--- src/rtl/finger_game_core.sv ---
// Two-row finger-addition game: cursor navigation from edge-detected keys, slot
// selection, modular add into the current player's row, then win/draw evaluation.
module finger_game_core #(
  parameter int MAX_SLOTS  = 5,
  parameter int DIGIT_MOD  = 10,
  parameter int ZERO_LIMIT = 2
) (
  input  logic                       clk,
  input  logic                       rst_n,
  input  logic                       start,
  input  logic [2:0]                 num_slots,
  input  logic                       key_up,
  input  logic                       key_left,
  input  logic                       key_right,
  input  logic                       key_down,
  input  logic                       key_space,
  output logic [2*MAX_SLOTS*4-1:0]   slot_vals,
  output logic                       cur_row,
  output logic [2:0]                 cur_col,
  output logic                       sel_row,
  output logic [2:0]                 sel_col,
  output logic                       selecting,
  output logic                       cur_player,
  output logic [1:0]                 game_end,
  output logic                       move_done,
  output logic [2:0]                 state_dbg
);

  typedef enum logic [2:0] {
    IDLE     = 3'd0,
    PICK_SRC = 3'd1,
    PICK_DST = 3'd2,
    APPLY    = 3'd3,
    CHECK    = 3'd4,
    END      = 3'd5
  } state_t;

  localparam logic [2:0] MAX_N = 3'(MAX_SLOTS);
  localparam logic [2:0] ZL    = 3'(ZERO_LIMIT);
  localparam logic [4:0] MOD5  = 5'(DIGIT_MOD);

  state_t     state;
  logic [3:0] vals [0:1][0:MAX_SLOTS-1];
  logic [2:0] n_act;
  logic [2:0] zero_cnt;

  // Key history: bit order {up, left, right, down, space}.
  logic [4:0] key_q;
  logic [4:0] key_prev;
  logic       primed;
  logic [4:0] ev;
  logic       act_up, act_left, act_right, act_down, act_space;

  logic [2:0] n_new;
  logic [2:0] n_m1;
  logic       nxt_row;
  logic [2:0] nxt_col;

  logic [2:0] tgt_col;
  logic [2:0] src_col;
  logic [3:0] tgt_val;
  logic [3:0] src_val;
  logic [4:0] sum5;
  logic [4:0] red5;
  logic [1:0] row_zero;

  assign state_dbg = state;

  // The first edge after reset loads both history stages with the live keys,
  // so a key held across reset release never looks like a fresh press.
  always_ff @(posedge clk or negedge rst_n) begin
    if (!rst_n) begin
      key_q    <= '0;
      key_prev <= '0;
      primed   <= 1'b0;
    end else begin
      key_q    <= {key_up, key_left, key_right, key_down, key_space};
      key_prev <= primed ? key_q : {key_up, key_left, key_right, key_down, key_space};
      primed   <= 1'b1;
    end
  end

  always_comb begin
    ev        = key_q & ~key_prev;
    act_up    = ev[4];
    act_left  = ev[3] & ~ev[4];
    act_right = ev[2] & ~|ev[4:3];
    act_down  = ev[1] & ~|ev[4:2];
    act_space = ev[0] & ~|ev[4:1];
  end

  always_comb begin
    if (num_slots < 3'd2)      n_new = 3'd2;
    else if (num_slots > MAX_N) n_new = MAX_N;
    else                        n_new = num_slots;
  end

  always_comb begin
    n_m1    = n_act - 3'd1;
    nxt_row = cur_row;
    nxt_col = cur_col;
    if (act_up || act_down)  nxt_row = ~cur_row;
    else if (act_left)       nxt_col = (cur_col == 3'd0) ? n_m1 : cur_col - 3'd1;
    else if (act_right)      nxt_col = (cur_col == n_m1) ? 3'd0 : cur_col + 3'd1;
  end

  // Target always lives in the current player's row; the source is the other pick.
  always_comb begin
    tgt_col = (sel_row == cur_player) ? sel_col : cur_col;
    src_col = (sel_row == cur_player) ? cur_col : sel_col;
    tgt_val = 4'd0;
    src_val = 4'd0;
    for (int c = 0; c < MAX_SLOTS; c++) begin
      if (3'(c) == tgt_col) tgt_val = vals[cur_player][c];
      if (3'(c) == src_col) src_val = vals[~cur_player][c];
    end
    sum5 = {1'b0, tgt_val} + {1'b0, src_val};
    red5 = (sum5 >= MOD5) ? sum5 - MOD5 : sum5;
  end

  always_comb begin
    row_zero = 2'b11;
    for (int r = 0; r < 2; r++)
      for (int c = 0; c < MAX_SLOTS; c++)
        if (vals[r][c] != 4'd0) row_zero[r] = 1'b0;
  end

  always_comb begin
    slot_vals = '0;
    for (int r = 0; r < 2; r++)
      for (int c = 0; c < MAX_SLOTS; c++)
        slot_vals[(r*MAX_SLOTS+c)*4 +: 4] = vals[r][c];
  end

  always_ff @(posedge clk or negedge rst_n) begin
    if (!rst_n) begin
      state      <= IDLE;
      n_act      <= 3'd2;
      zero_cnt   <= 3'd0;
      cur_row    <= 1'b0;
      cur_col    <= 3'd0;
      sel_row    <= 1'b0;
      sel_col    <= 3'd0;
      selecting  <= 1'b0;
      cur_player <= 1'b0;
      game_end   <= 2'd0;
      move_done  <= 1'b0;
      for (int r = 0; r < 2; r++)
        for (int c = 0; c < MAX_SLOTS; c++)
          vals[r][c] <= 4'd0;
    end else begin
      move_done <= 1'b0;
      if (start) begin
        state      <= PICK_SRC;
        n_act      <= n_new;
        zero_cnt   <= 3'd0;
        cur_row    <= 1'b0;
        cur_col    <= 3'd0;
        sel_row    <= 1'b0;
        sel_col    <= 3'd0;
        selecting  <= 1'b0;
        cur_player <= 1'b0;
        game_end   <= 2'd0;
        for (int r = 0; r < 2; r++)
          for (int c = 0; c < MAX_SLOTS; c++)
            vals[r][c] <= (3'(c) < n_new) ? 4'd1 : 4'd0;
      end else begin
        case (state)
          PICK_SRC: begin
            if (act_space) begin
              sel_row   <= cur_row;
              sel_col   <= cur_col;
              selecting <= 1'b1;
              state     <= PICK_DST;
            end else begin
              cur_row <= nxt_row;
              cur_col <= nxt_col;
            end
          end
          PICK_DST: begin
            if (act_space) begin
              if (sel_row == cur_row) begin
                selecting <= 1'b0;
                move_done <= 1'b1;
                state     <= PICK_SRC;
              end else begin
                state <= APPLY;
              end
            end else begin
              cur_row <= nxt_row;
              cur_col <= nxt_col;
            end
          end
          APPLY: begin
            if (tgt_val != 4'd0) begin
              for (int c = 0; c < MAX_SLOTS; c++)
                if (3'(c) == tgt_col) vals[cur_player][c] <= red5[3:0];
              if (src_val == 4'd0)
                zero_cnt <= (zero_cnt == ZL) ? zero_cnt : zero_cnt + 3'd1;
              else
                zero_cnt <= 3'd0;
            end
            cur_player <= ~cur_player;
            selecting  <= 1'b0;
            move_done  <= 1'b1;
            state      <= CHECK;
          end
          CHECK: begin
            if (row_zero[1]) begin
              game_end <= 2'd1;
              state    <= END;
            end else if (row_zero[0]) begin
              game_end <= 2'd2;
              state    <= END;
            end else if (zero_cnt == ZL) begin
              game_end <= 2'd3;
              state    <= END;
            end else begin
              state <= PICK_SRC;
            end
          end
          default: ;
        endcase
      end
    end
  end

endmodule
--- config.mk ---
export PLATFORM = sky130hd
export DESIGN_NAME = finger_game_core
export DESIGN_NICKNAME = d
export VERILOG_FILES = /design/src/rtl/finger_game_core.sv
export SDC_FILE = /design/constraint.sdc
export NUM_CORES = 1
export LEC_CHECK = 0
export ABC_AREA = 1
export BUFFER_PORTS_ARGS = -buffer_cell sky130_fd_sc_hd__buf_2
export CAP_MARGIN = 20
export CORE_ASPECT_RATIO = 0.9
export CORE_MARGIN = 1
export CORE_UTILIZATION = 55
export CTS_CLUSTER_DIAMETER = 40
export DETAILED_ROUTE_END_ITERATION = 10
export PLACE_DENSITY = 0.77
export REMOVE_ABC_BUFFERS = 1
export SYNTH_ARGS = -nofsm -noshare
export SYNTH_HDL_FRONTEND = slang
export SYNTH_SLANG_ARGS = --single-unit
--- constraint.sdc ---
create_clock -name clk -period 9.7 [get_ports clk]
set_input_delay 0.97 -clock clk [delete_from_list [all_inputs] [get_ports clk]]
set_output_delay 0.97 -clock clk [all_outputs]
set_load 0.1 [all_outputs]
# Word-level counts from Yosys, hierarchy flattened
# Cells that the tools add are included.
[word_totals]
output_inout_bits = 56
word_cells = 236
reg_bits = 73
input_bits = 11
[classes]
magnitude_cmp = 11
reduce_logical = 43
bitwise = 11
n_eq_ne = 22
addsub = 6
n_mux = 119
[ops]
columns = ["op", "n"]
rows = [
  ["40-bit 2-to-1 mux", 20],
  ["40-bit bitwise mux", 5],
  ["20-bit 2-to-1 mux", 7],
  ["20-bit demux with 1-bit select", 5],
  ["3-bit 2-to-1 mux", 26],
  ["4-bit nonzero test", 13],
  ["4-bit 2-to-1 mux", 12],
  ["1-bit 2-to-1 mux", 31],
  ["16-bit 2-to-1 mux", 1],
  ["2-bit nonzero test", 7],
  ["2-bit by 3-bit == test with 1-bit output (first input constant)", 4],
  ["12-bit 2-to-1 mux", 1],
  ["2-bit 2-to-1 mux", 6],
  ["3-bit inequality test (second input constant)", 4],
  ["3-bit case mux with 4 select lines", 1],
  ["3-bit by 2-bit == test with 1-bit output (second input constant)", 3],
  ["3-bit zero test", 3],
  ["3-bit AND reduction", 3],
  ["8-bit 2-to-1 mux", 1],
  ["4-bit AND reduction", 2],
  ["3-bit by 1-bit adder with 3-bit output (second input constant)", 2],
  ["1-bit by 3-bit == test with 1-bit output (first input constant)", 2],
  ["3-bit == test (first input constant)", 2],
  ["1-bit by 3-bit < comparator with 1-bit output (first input constant)", 2],
  ["other kinds (33)", 49],
]

# Depth between registers and ports, before layout
# Gate-level depths: netlist (run 1).
[depth]
ltp_word = 38
ltp_mapped = 25
ltp_nobuf = 25

# Worst setup path after synthesis (run 1)
# No wires, ideal clock.
[synth_timing]
kind = "reg-to-reg"
startpoint = "reg cur_player"
endpoint = "reg vals, in the netlist slot_vals[29]"
synth_period_minus_slack_ns = 4.276
setup_slack_ns = 5.424
path_stages_with_launch = 24
t_arrival_ns = 4.209
setup_ns = 0.067
cell_sequence = "dfrtp_1 -> buf_2 -> clkbuf_1 -> buf_1 -> o21ai_0 -> nand3_1 -> nand2_1 -> nand3_1 -> nand2_1 -> inv_1 -> ha_1 -> inv_1 -> fa_1 -> or2_2 -> nand2_1 -> ha_1 -> inv_1 -> o21ai_0 -> nand2_1 -> nand2_1 -> nand3_1 -> nor2_1 -> nand3_1 -> nand2_1"
[synth_between]
elab_chain_cells = 38
elab_cells_between_ends = 73
classes_between = "2 x add/sub; 3 x order compare; 9 x eq/ne; 50 x mux; 3 x bitwise; 6 x reduce/logical"
[synth_lines]
columns = ["item", "line", "rtl"]
rows = [
  ["start: declaration", "23", "output logic cur_player,"],
  ["start signal: assignment", "203", "cur_player <= ~cur_player;"],
  ["1-bit inverter", "115", "if (3'(c) == src_col) src_val = vals[~cur_player][c];"],
  ["1-bit inverter with 2-bit output", "115", ""],
  ["20-bit 2-to-1 mux (implied by the code) (3 in series)", "115", ""],
  ["4-bit 2-to-1 mux (5 in series)", "115", ""],
  ["4-bit by 4-bit adder with 5-bit output", "117", "sum5 = {1'b0, tgt_val} + {1'b0, src_val};"],
  ["4-bit subtractor / 5-bit by 4-bit greater-or-equal comparator with 1-bit output (equally long branches)", "118", "red5 = (sum5 >= MOD5) ? sum5 - MOD5 : sum5;"],
  ["4-bit 2-to-1 mux", "118", ""],
  ["40-bit bitwise mux", "197", "if (3'(c) == tgt_col) vals[cur_player][c] <= red5[3:0];"],
  ["[... 16 more ...]", "--", ""],
  ["40-bit 2-to-1 mux", "195", "if (tgt_val != 4'd0) begin"],
  ["40-bit 2-to-1 mux", "168", "case (state)"],
  ["40-bit 2-to-1 mux", "153", "if (start) begin"],
  ["40-bit bitwise mux", "197", ""],
  ["40-bit 2-to-1 mux", "197", ""],
  ["40-bit 2-to-1 mux", "195", ""],
  ["40-bit 2-to-1 mux", "168", ""],
  ["40-bit 2-to-1 mux", "153", ""],
  ["end signal: indexed assignment", "166", "vals[r][c] <= (3'(c) < n_new) ? 4'd1 : 4'd0;"],
  ["end signal: indexed assignment", "197", ""],
  ["end: declaration", "43", "logic [3:0] vals [0:1][0:MAX_SLOTS-1];"],
]
# Parallel ways exist; a longest one is shown, timed or not. The select of a mux whose other input is x is not followed.
# A chain may end at the register's enable or synchronous reset.

# Final worst setup path (run 1)
[layout_timing]
startpoint = "reg cur_player"
endpoint = "reg vals, in the netlist slot_vals[2]"
# Same word-level chain as after synthesis.

==> results of run 1 <==
-- worst paths after layout --
check                                start            to  slack, ns  depth (start not counted)
min in group asynchronous            rst_n    cur_col[1]       0.75                          1
worst min-delay path             selecting     selecting       0.49                          2
max in group asynchronous            rst_n    cur_player       8.30                          1
worst min register to register   selecting     selecting       0.49                          2
worst max-delay path            cur_player  slot_vals[2]       4.69                         26
worst max register to register  cur_player  slot_vals[2]       4.69                         26
-- metrics by stage --
stage | std cells | util | hold slack, ns
CTS | 925 | 0.6427 | 0.4981
floorplan | 721 | - | 0.4623
global route | 926 | 0.6458 | 0.5210
detailed placement | 909 | 0.6166 | 0.4757
global placement | 909 | 0.6166 | 0.4674
finish | 926 | 0.6458 | 0.4938
-- metal layers --
metal,GRT usage,part of all wire
met1,0.5025,0.45
met4,0.1039,0.021
met2,0.5321,0.44
met3,0.07012,0.095
met5,0,0
-- Yosys cell counts (all sizes together), types with 6 or more instances --
master  count  area share
nand3      99        0.10
o21ai      64       0.065
xor2        6       0.011
a21oi      25       0.028
clkbuf     13      0.0099
nor2       85       0.068
inv        74       0.056
nand2     235        0.18
nor4       10       0.013
ha         11       0.028
buf        10      0.0099
dfrtp      72        0.37
-- sequential cells by signal, summed over array words and instances, names as in the netlist --
| name | count |
|---|---|
| sel_col | 3 |
| cur_row | 1 |
| zero_cnt | 3 |
| state_dbg | 3 |
| key_prev | 5 |
| n_act | 3 |
| cur_player | 1 |
| key_q | 5 |
| slot_vals | 40 |
| sel_row | 1 |
| move_done | 1 |
| cur_col | 3 |
| game_end | 2 |
| selecting | 1 |
| primed | 1 |
-- tightest hold or removal path, stage by stage, from the launching register on --
cell and delay (ns):
dfrtp_1 0.35, nand2_1 0.05, o31ai_1 0.06
-- final cells by class --
type,instances,area [um2]
fillers,853,3063
multi-input cells,574,2721
flip-flops and latches,73,1829
repair buffers,70,382.9
inverters,74,277.8
well taps,119,148.9
clock buffers,10,137.6
clock inverters,6,87.58
-- kinds of logic (layout without fill, tap and decap cells) --
group | count (synthesis) | in the layout
other | 1 | 1
adders and majority gates | 13 | 13
buffers and inverters | 97 | 160
xor gates and xnor gates | 8 | 8
DFF | 73 | 73
AOI/OAI and AO/OA | 107 | 107
muxes | 1 | 1
and+or+nand+nor | 444 | 444
-- cell usage in the layout, fill, tap and decap left out, types with 2 or more instances in the layout --
master | netlist | layout
o21ai_1 | 5 | 5
or2_2 | 4 | 4
nand4_1 | 4 | 4
inv_6 | 0 | 2
nand3_1 | 99 | 99
dfrtp_1 | 72 | 71
ha_1 | 11 | 11
buf_2 | 6 | 65
xnor2_1 | 2 | 2
nor2_1 | 80 | 80
bufinv_16 | 0 | 2
inv_2 | 3 | 3
o21bai_1 | 3 | 3
o31ai_1 | 3 | 3
inv_1 | 71 | 71
clkinv_2 | 0 | 2
o22ai_1 | 3 | 3
buf_4 | 1 | 4
xor2_1 | 6 | 6
clkbuf_8 | 0 | 10
o21ai_0 | 59 | 59
nor3_1 | 4 | 4
a21oi_1 | 24 | 24
o211ai_1 | 5 | 5
nand2_1 | 231 | 231
nand2_2 | 4 | 4
nor4_1 | 10 | 10
nor2_2 | 4 | 4
==> impl_metrics.yaml, run 1 <==
run_status:
  status: "completed"
floorplanning:
  io_pins: 67
  dieArea_mm2: 0.009337
  die-height_um: 91.77
  start_util: 0.5694
  core_mm2: 0.008648
  die_width_um: 101.7
  rows: 32
setup_path:
  path_class: "flop to flop"
  cp_max_fo: 66
  crit_buf_inv: 7
  cp-start-kind: "flop"
  required_ns: 10.00
  crit_family: "simple AND/OR/NAND/NOR gates"
  cpMostUsedCell: "nand2_1"
  cpMaxStageDelayCell: "buf_4"
  max_stage_delay_ns: 0.48
  end_kind: "flop"
  worstPathArrival_ns: 5.30
cts:
  post-cts-setup-buffers: 0
  clock_path_buffers: 2
  clock_latency_ns: 0.36
  postCtsHoldBufs: 0
  cts_resized: 0
  numCtsBuffers: 9
  clock_sinks: 73
  tritoncts: "yes"
  clock-root-buffer: "clkbuf_8"
  clk_pin_slew_worst_paths_ns: 0.09
  cts_max_level: 3
place:
  place_area_mm2: 0.005333
  io_buffers: 66
  place_congestion: 0.9958
  place_ws_ns: 4.329
  hpwl_mm: 11.39
flow_run:
  cap_violations: 0
sta:
  finalClockSkew_ns: 0.01295
  slew_headroom: 0.3673
  min_period_ns: 5.006
  worst_pin_slew_ns: 0.9491
  setup_viol: 0
  max_freq_mhz: 199.8
  finalMaxSlewViolations: 0
  fin_crit_sh: 0.5161
  fin_ws_ns: 4.694
  rsz0062_at_grt: "false"
  final_hold_viol_count: 0
  setup_tns_ns: 0
synthesis:
  ys_types: 40
  synthAdderAreaFrac: 0.03404
  synth-simple-area-share: 0.3811
  muxShareOfSynthArea: 0.002287
  synth_top_family_by_area: "simple AND/OR/NAND/NOR gates"
  yosysSeqAreaShare: 0.3712
  mappedNetlistArea_mm2: 0.004925
  synth_edf_count: 0
  synthXorXnorAreaFrac: 0.01423
  yosys_register_bits: 73
  synth-compound-area-share: 0.1202
  async_flop_share: 1.000
  yosys_warnings: 0
  synth_cells: 744
  yosys_most_used_dff: "dfrtp_1"
  syn_area_per_cell_um2: 6.619
grt:
  grt_usage: 0.3506
  grt_pass1_wl_mm: 24.78
  grt_overflow: 0
  first_global_vias: 4946
  antenna_found_initial: 0
  grt_max_degree: 74
route:
  avgRoutedWirePerCell_um: 16.47
  finalWirelength_mm: 15.25
  drt_first_pass_iters: 6
  via_per_inst: 5.739
  route.detailed.drc: 0
  antenna_left: 0
  vias: 5314
  first_iter_violations: 585
layout:
  drive_above_1_share: 0.1314
  syn_to_final_growth_pct: 13.41
  fin_area_mm2: 0.005585
  antenna_cells: 0
  layout.nets: 825
hold_path:
  hp-class: "flop to flop"
Power of run 1 is not shown: default switching activity piles up to over one toggle a cycle in this logic, so the estimate is an artifact.
==> inputs of run 2 (changes only) <==
--- a/config.mk
+++ b/config.mk
@@ -5,7 +5,7 @@
 export SDC_FILE = /design/constraint.sdc
 export NUM_CORES = 1
 export LEC_CHECK = 0
-export ABC_AREA = 1
+export ABC_AREA = 0
 export BUFFER_PORTS_ARGS = -buffer_cell sky130_fd_sc_hd__buf_2
 export CAP_MARGIN = 20
 export CORE_ASPECT_RATIO = 0.9
==> constraint.sdc (replaced) <==
create_clock -name clk -period 5 [get_ports clk]
set_input_delay 0.5 -clock clk [delete_from_list [all_inputs] [get_ports clk]]
set_output_delay 0.5 -clock clk [all_outputs]
set_load 0.1 [all_outputs]
==> impl_metrics.yaml, run 2 <==
sta:
  final_hold_viol_count: 0
  finalClockSkew_ns: 0.009826
  rsz0062_at_grt: "false"
  finalMaxSlewViolations: 0
  min_period_ns: 4.552
  fin_crit_sh: 0.9104
  setup_tns_ns: 0
  setup_viol: 0
  max_freq_mhz: 219.7
  slew_headroom: 0.3686
  worst_pin_slew_ns: 0.9385
grt:
  grt_pass1_wl_mm: 23.69
  met1_usage: 0.4492
  first_global_vias: 4442
  grt_use_met2: 0.4888
  grt.met3_usage: 0.05993
  grt_usage: 0.3221
  grt_max_degree: 74
  grt_overflow: 0
  antenna_found_initial: 0
  gr-max-usage-layer: "met2"
setup_path:
  cp-start-kind: "flop"
  rr_endpoint: "slot_vals[26]"
  reg2reg_slack_ns: 0.45
  reg2reg_from: "sel_row"
  worstPathArrival_ns: 4.83
  path_class: "flop to flop"
  required_ns: 5.28
  end_kind: "flop"
  cp_max_fo: 15
  crit_start: "sel_row"
  critPathCapture: "slot_vals[26]"
  r2r_cells: 15
flow_run:
  cap_violations: 0
route:
  first_iter_violations: 712
  antenna_left: 0
  route.detailed.drc: 0
  finalWirelength_mm: 15.19
  avgRoutedWirePerCell_um: 20.89
  drt_first_pass_iters: 6
  via_per_inst: 6.404
  vias: 4656
cts:
  clock_latency_ns: 0.36
  postCtsHoldBufs: 0
  clock-root-buffer: "clkbuf_8"
  clock_path_buffers: 2
  cts_max_level: 3
  cts_resized: 0
  tritoncts: "yes"
  post-cts-setup-buffers: 0
  numCtsBuffers: 9
  clock_sinks: 73
  clk_pin_slew_worst_paths_ns: 0.08
synthesis:
  yosysTopAreaCell: "dfrtp_1"
  synth_cells: 553
  synth_area_leaders: "dfrtp_1 35%, mux2i_1 15%, nand2b_1 5.4%"
  synthMostInstantiatedCell: "mux2i_1"
  syn_area_per_cell_um2: 9.267
  synthXorXnorAreaFrac: 0.01855
  yosys_register_bits: 73
  yosysSeqAreaShare: 0.3567
  synth-simple-area-share: 0.2188
  async_flop_share: 1.000
  muxShareOfSynthArea: 0.1904
  synthAdderAreaFrac: 0.03271
  ys_types: 61
  yosys_warnings: 0
  synth_common_cells: "75 x mux2i_1, 72 x dfrtp_1, 44 x nand2b_1, 44 x nor2_1, 26 x nand2_1"
  yosys_most_used_dff: "dfrtp_1"
  mappedNetlistArea_mm2: 0.005125
  synth_edf_count: 0
  synth_top_family_by_area: "simple AND/OR/NAND/NOR gates"
  synth-compound-area-share: 0.1335
  synth.top_cell.area_share: 0.3516
place:
  place_congestion: 1.011
  io_buffers: 66
  dp_cells: 710
  hpwl_mm: 11.17
  place_area_mm2: 0.005497
layout:
  final_util: 0.6291
  layout.nets: 623
  syn_to_final_growth_pct: 11.50
  largest_reg_flops: 40
  fin_area_mm2: 0.005714
  drive_above_1_share: 0.1934
  fin_cells: 727
  most-common-layout-cells: "75 x mux2i_1, 72 x dfrtp_1, 65 x buf_2, 44 x nand2b_1, 44 x nor2_1"
  final_common_cell: "mux2i_1"
  antenna_cells: 0
floorplanning:
  rows: 33
  die-height_um: 93.58
  core_mm2: 0.009084
  dieArea_mm2: 0.009708
  io_pins: 67
  die_width_um: 103.8
  start_util: 0.5642
pwr:
  ir_worst_vdd_mv: 0.2206
  p_total_mw: 1.715
  p_per_area_mw_per_mm2: 300.0
  power_leakage_nw: 2.704
run_status:
  status: "completed"
hold_path:
  hp-class: "input pin to asynchronous set/reset pin"
-- run 2: changes by cell type after synthesis, sizes merged, moves of 11 or more --
cell | previous run | this run
nor2b | 0 | 15
mux2 | 1 | 16
nand2 | 235 | 26
nor2 | 85 | 44
buf | 10 | 21
o21ai | 64 | 13
nand3 | 99 | 11
mux2i | 0 | 75
nand2b | 0 | 44
nor3 | 4 | 22
inv | 74 | 19
-- run 2: how the worst min path moves through the flow --
stage,start,endpoint,cells past startpoint
after floorplan,rst_n,cur_col[0],0
after global placement,n_act[1],n_act[1],2
after detailed placement,key_q[0],key_prev[0],1
after CTS,key_space,key_q[0],1
after global routing,key_up,key_q[4],1
final,rst_n,slot_vals[27],1
-- run 2: cells by family after synthesis --
group / Yosys count
and+or+nand+nor: 209
AOI/OAI and AO/OA: 95
muxes: 93
DFF: 73
buffers and inverters: 59
adders and majority gates: 13
xor gates and xnor gates: 10
other: 1
-- run 2: worst max-delay path, cell delays in order (launching register included) --
cell and delay, ns:
dfrtp_1 0.66, buf_4 0.32, mux2i_1 0.47, o221ai_1 0.20, a2111o_1 0.39, o221ai_1 0.11
ha_1 0.23, inv_1 0.05, fa_1 0.39, xor2_1 0.26, ha_1 0.25, nand2_1 0.06
a21oi_1 0.25, mux2i_1 0.37, nand2b_1 0.24, mux2i_1 0.21
-- run 2: layout make-up --
| type | count | area (um2) |
|---|---|---|
| inverters | 20 | 75.07 |
| clock buffers | 10 | 137.6 |
| clock inverters | 6 | 72.57 |
| multi-input cells | 421 | 3048 |
| repair buffers | 75 | 400.4 |
| flip-flops and latches | 73 | 1828 |
| well taps | 122 | 152.6 |
| fillers | 789 | 3369 |
-- run 2: metrics by stage --
stage | hold slack (ns) | setup slack, ns
6_report | 0.2443 | 0.4478
4_1_cts | 0.2385 | 0.5420
3_3_place_gp | 0.4817 | 0.7740
2_1_floorplan | 0.2044 | -0.05707
5_1_grt | 0.2305 | 0.1910
3_5_place_dp | 0.4909 | 0.5951
-- run 2: report_power, final --
group | internal [mW] | switching, mW | leakage, nW
clock | 0.250 | 0.239 | 0.104
sequential | 0.614 | 0.0602 | 0.941
combinational | 0.178 | 0.373 | 1.66
-- run 2: metal layers --
metal  wire length [um]  vias up
met1               6378     2230
li1                   -     2097
met3               1592       54
met4                539        0
met5                  0        -
met2               6676      275
Note: power is estimated with default switching activity, not from simulation.
